**config.mk**
```make
export PLATFORM = sky130hd
export DESIGN_NAME = mul_seq_param
export DESIGN_NICKNAME = d
export VERILOG_FILES = /design/src/rtl/mul_seq_param.sv
export SDC_FILE = /design/constraint.sdc
export NUM_CORES = 1
export LEC_CHECK = 0
export BUFFER_PORTS_ARGS = -buffer_cell sky130_fd_sc_hd__buf_4
export CORE_MARGIN = 10
export CORE_UTILIZATION = 30
export DETAILED_ROUTE_END_ITERATION = 8
export SLEW_MARGIN = 25
export SYNTH_ARGS = -nofsm -noshare
export SYNTH_HDL_FRONTEND = slang
export SYNTH_SLANG_ARGS = --single-unit
```
**constraint.sdc**
```tcl
create_clock -name clk_i -period 3.5 [get_ports clk_i]
set_input_delay 0.35 -clock clk_i [delete_from_list [all_inputs] [get_ports clk_i]]
set_output_delay 0.35 -clock clk_i [all_outputs]
set_load 0.01 [all_outputs]
```
**src/rtl/mul_seq_param.sv**
```systemverilog
//------------------------------------------------------------------------------
// mul_seq_param
//   Sequential radix-2 shift-add multiplier with runtime signed/unsigned mode.
// Revision: 1.0
//------------------------------------------------------------------------------
`default_nettype none

module mul_seq_param #(
    parameter int WIDTH     = 8,
    parameter bit SIGNED_EN = 1'b1
) (
    input  logic                 clk_i,
    input  logic                 rst_ni,
    input  logic [WIDTH-1:0]     a_bi,
    input  logic [WIDTH-1:0]     b_bi,
    input  logic                 signed_i,
    input  logic                 start_i,
    output logic                 busy_o,
    output logic                 valid_o,
    output logic [2*WIDTH-1:0]   y_bo
);

    localparam int                CNT_W     = (WIDTH > 1) ? $clog2(WIDTH) : 1;
    localparam logic [CNT_W-1:0]  LAST_STEP = CNT_W'(WIDTH - 1);

    typedef enum logic [1:0] {
        S_IDLE = 2'd0,
        S_WORK = 2'd1,
        S_FIX  = 2'd2
    } state_t;

    state_t               r_state;
    logic [2*WIDTH-1:0]   r_a_sh;
    logic [WIDTH-1:0]     r_b_sh;
    logic [2*WIDTH-1:0]   r_acc;
    logic [CNT_W-1:0]     r_cnt;
    logic                 r_neg;
    logic                 r_busy;
    logic                 r_valid;
    logic [2*WIDTH-1:0]   r_y;

    logic                 w_sgn;
    logic                 w_a_neg;
    logic                 w_b_neg;
    logic [WIDTH-1:0]     w_mag_a;
    logic [WIDTH-1:0]     w_mag_b;

    // The multiply runs on magnitudes; the most-negative value maps to
    // 2^(WIDTH-1), which still fits in WIDTH unsigned bits.
    assign w_sgn   = (SIGNED_EN == 1'b1) && signed_i;
    assign w_a_neg = w_sgn & a_bi[WIDTH-1];
    assign w_b_neg = w_sgn & b_bi[WIDTH-1];
    assign w_mag_a = w_a_neg ? ({WIDTH{1'b0}} - a_bi) : a_bi;
    assign w_mag_b = w_b_neg ? ({WIDTH{1'b0}} - b_bi) : b_bi;

    always_ff @(posedge clk_i or negedge rst_ni) begin
        if (!rst_ni) begin
            r_state <= S_IDLE;
            r_a_sh  <= '0;
            r_b_sh  <= '0;
            r_acc   <= '0;
            r_cnt   <= '0;
            r_neg   <= 1'b0;
            r_busy  <= 1'b0;
            r_valid <= 1'b0;
            r_y     <= '0;
        end else begin
            r_valid <= 1'b0;
            case (r_state)
                S_IDLE: begin
                    if (start_i) begin
                        r_a_sh  <= {{WIDTH{1'b0}}, w_mag_a};
                        r_b_sh  <= w_mag_b;
                        r_neg   <= w_a_neg ^ w_b_neg;
                        r_acc   <= '0;
                        r_cnt   <= '0;
                        r_busy  <= 1'b1;
                        r_state <= S_WORK;
                    end
                end
                S_WORK: begin
                    // Step k: the shifted copies put mag_b[k] at bit 0 and
                    // mag_a << k in the addend register.
                    if (r_b_sh[0]) begin
                        r_acc <= r_acc + r_a_sh;
                    end
                    r_a_sh <= r_a_sh << 1;
                    r_b_sh <= r_b_sh >> 1;
                    r_cnt  <= r_cnt + CNT_W'(1);
                    if (r_cnt == LAST_STEP) begin
                        r_state <= S_FIX;
                    end
                end
                S_FIX: begin
                    r_y     <= r_neg ? ({(2*WIDTH){1'b0}} - r_acc) : r_acc;
                    r_valid <= 1'b1;
                    r_busy  <= 1'b0;
                    r_state <= S_IDLE;
                end
                default: begin
                    r_busy  <= 1'b0;
                    r_state <= S_IDLE;
                end
            endcase
        end
    end

    assign busy_o  = r_busy;
    assign valid_o = r_valid;
    assign y_bo    = r_y;

endmodule

`default_nettype wire

```
==> results.yml <==
cells_and_area:
  final_util_pct: 37.2
  fillers: 1206
  num_antenna_cells: 0
  final_cell_mix: "64 x dfrtp_1, 55 x nand2_1, 44 x o21ai_0, 39 x buf_4, 33 x a21oi_1"
  nets: 492
  final_area_sq_um: 4530
  area_growth_pct: 19.6
  drive_above_1_share_pct: 12.7
  final_common_cell: "dfrtp_1"
critical_path:
  crit_path_start_kind: "flop"
  crit_type: "flop to flop"
  crit_path_end_kind: "flop"
  required_ns: 3.70
  r2r_end: "r_acc[14]"
  r2r-start: "r_acc[0]"
  regToRegSetupSlack_ns: 1.15
  reg2reg_depth: 9
  path_max_fanout: 5
  crit_arrival_ns: 2.56
timing:
  timing.fmax_mhz: 425
  timing_hold_violations_final: 0
  setup-tns-final_ns: 0
  slew_headroom_pct: 38.8
  tightest_slew_ns: 0.915
  setup-violations-final: 0
  rsz0062_at_grt: "no"
  fin_crit_sh_pct: 67.3
  drv_slew: 0
  finalCriticalPeriod_ns: 2.35
  finalClockSkew_ns: 0.00585
route:
  wl_per_cell_microns: 14.1
  ant_nets: 0
  dr.pass1.iters: 4
  vias: 3131
  drt_iter0_markers: 178
  drcViolationCount: 0
  totalWireLength_microns: 8780
  vias_per_cell: 5.02
clock_tree:
  cts_max_level: 3
  clockBufferDepth: 2
  cts.sinks: 64
  ctsHoldBuffers: 0
  cts.clk_slew.worst_paths_ns: 0.05
  cts_buffers: 9
  post_cts_resized: 0
  cts_tree: "built"
  clk_latency_ns: 0.33
  cts_setup_buffers: 0
  cts-root-buf: "clkbuf_16"
global_route:
  met3_usage_pct: 3.77
  top_usage_layer: "met2"
  antenna_found_initial: 0
  grt_pass1_wl_microns: 15300
  grt_overflow: 0
  grt_pass1_vias: 3202
  groute.usage.overall_pct: 10.4
  use_met2_pct: 16.1
  use_met1_pct: 13.0
  grt_max_degree: 65
placed_design:
  dpl.hpwl_microns: 6460
  gp_congestion: 0.828
  placed_area_sq_um: 4230
  io_buffers: 37
power:
  switching_share_pct: 41.1
  p_comb_share_pct: 46.7
  ir_worst_vdd_mv: 0.289
  p_seq_share_pct: 32.9
  power_density_nw_per_um2: 971
  clock_power_share_pct: 20.4
  p_leak_nw: 2.05
  power_switching_w: 0.00180
  intPower_w: 0.00259
synthesis:
  ys_ff_latch: 64
  netlist_instances: 417
  synth_warnings: 0
  synth_edf_count: 0
  postSynth.asyncResetShare_pct: 100
  syn_area_sq_um: 3790
  ys_seq_area_share_pct: 42.3
  synthFlopType: "dfrtp_1"
  ys_types: 45
  avgSynthCellArea_sq_um: 9.08
  synth_nets: 458
floorplan:
  dieArea_sq_um: 17500
  die_w_microns: 132
  io_pins: 38
  start_util_pct: 31.1
  core_sq_um: 12200
  num_rows: 40
  die_y_microns: 132
status:
  status: "completed"
job:
  cap_violations: 0
min_path:
  worstHoldPathType: "primary input to asynchronous set/reset pin"
through the flow:
step           hold WS [ns]  instances  worst slack [ns]  total power [W]
2_1_floorplan        0.0544        417              1.42          0.00295
3_3_place_gp          0.465        608              1.17          0.00346
3_5_place_dp          0.473        608             0.998          0.00350
4_1_cts               0.155        624             0.996          0.00442
5_1_grt               0.182        624             0.928          0.00483
6_report              0.106        624              1.15          0.00439
power by group through the flow:
stage	Clock (W)	Sequential (W)	Combinational, W
floorplan	0	0.00135	0.00160
global placement	0	0.00144	0.00202
detailed placement	0	0.00146	0.00205
CTS	0.000907	0.00145	0.00206
global route	0.000951	0.00150	0.00237
finish	0.000895	0.00145	0.00205
how the worst max path moves through the flow:
stage	start	endpoint	slack (ns)	cells past startpoint
detailed placement	r_state[1]	r_acc[1]	1.0	6
floorplan	r_a_sh[0]	r_acc[8]	1.42	9
CTS	r_state[1]	r_acc[1]	1.0	6
global route	r_a_sh[1]	r_acc[13]	0.93	7
global placement	r_state[1]	r_acc[6]	1.17	6
finish	r_acc[0]	r_acc[14]	1.15	9
registers in the layout, summed over array words and instances (netlist names):
register and flops:
busy_o 1, r_a_sh 16, r_acc 16, r_b_sh 8, r_cnt 3, r_neg 1, r_state 2, valid_o 1
y_bo 16
synth_stat cells, types with 2 or more instances:
cell / n / area [sq um]
dfrtp_1: 64 / 1600
nand2_1: 55 / 206
o21ai_0: 44 / 220
a21oi_1: 33 / 165
o22ai_1: 25 / 156
xor2_1: 23 / 201
ha_1: 20 / 250
nor2_1: 20 / 75.1
inv_1: 18 / 67.6
clkbuf_1: 12 / 45.0
a22o_1: 11 / 96.3
xnor2_1: 11 / 96.3
nor3_1: 7 / 35.0
a21o_1: 6 / 45.0
nand3_1: 6 / 30.0
nand4_1: 5 / 31.3
a31oi_1: 4 / 25.0
mux2i_1: 4 / 40.0
o31ai_1: 4 / 30.0
or3_1: 4 / 25.0
buf_2: 3 / 15.0
nand2b_1: 3 / 18.8
nand3b_1: 3 / 22.5
nor2b_1: 3 / 18.8
o21a_1: 3 / 22.5
a211oi_1: 2 / 15.0
a21boi_0: 2 / 15.0
a22oi_1: 2 / 15.0
a32o_1: 2 / 20.0
o211ai_1: 2 / 15.0
o31ai_4: 2 / 42.5
per-layer routing:
layer  up-vias  part of all wire [%]
li1       1580                     -
met1      1456                    48
met2        84                    44
met3        11                   6.6
met4         0                   1.2
met5         -                     0
kinds of logic (layout without fill, tap and decap cells):
family / Yosys count / after routing / synth area share, %
XOR/XNOR: 34 / 34 / 7.87
AO/OA/AOI/OAI: 148 / 148 / 24.6
multiplexers: 4 / 4 / 1.06
flip-flops: 64 / 64 / 42.3
buffers and inverters: 34 / 73 / 3.47
AND/OR/NAND/NOR: 112 / 112 / 13.6
adder cells (fa/ha/maj): 21 / 21 / 7.14
critical path: stages, from the launching register on:
cell       delay (ns)
dfrtp_1          0.43
ha_1             0.23
inv_1            0.07
fa_1             0.41
nor2b_1          0.16
o2111ai_1        0.17
a21oi_1          0.27
o21ai_0          0.19
mux2i_1          0.21
nand3_1          0.09
area by class of cell:
cell class	count	area [sq um]	area share [%]
multi-input combinational	319	2060	45.4
inverter	18	67.6	1.49
tap	168	210	4.64
sequential	64	1600	35.4
clock buffer	13	260	5.75
clock inverter	3	40.0	0.884
timing repair buffer	39	293	6.47
(Power assumes the default switching activity.)
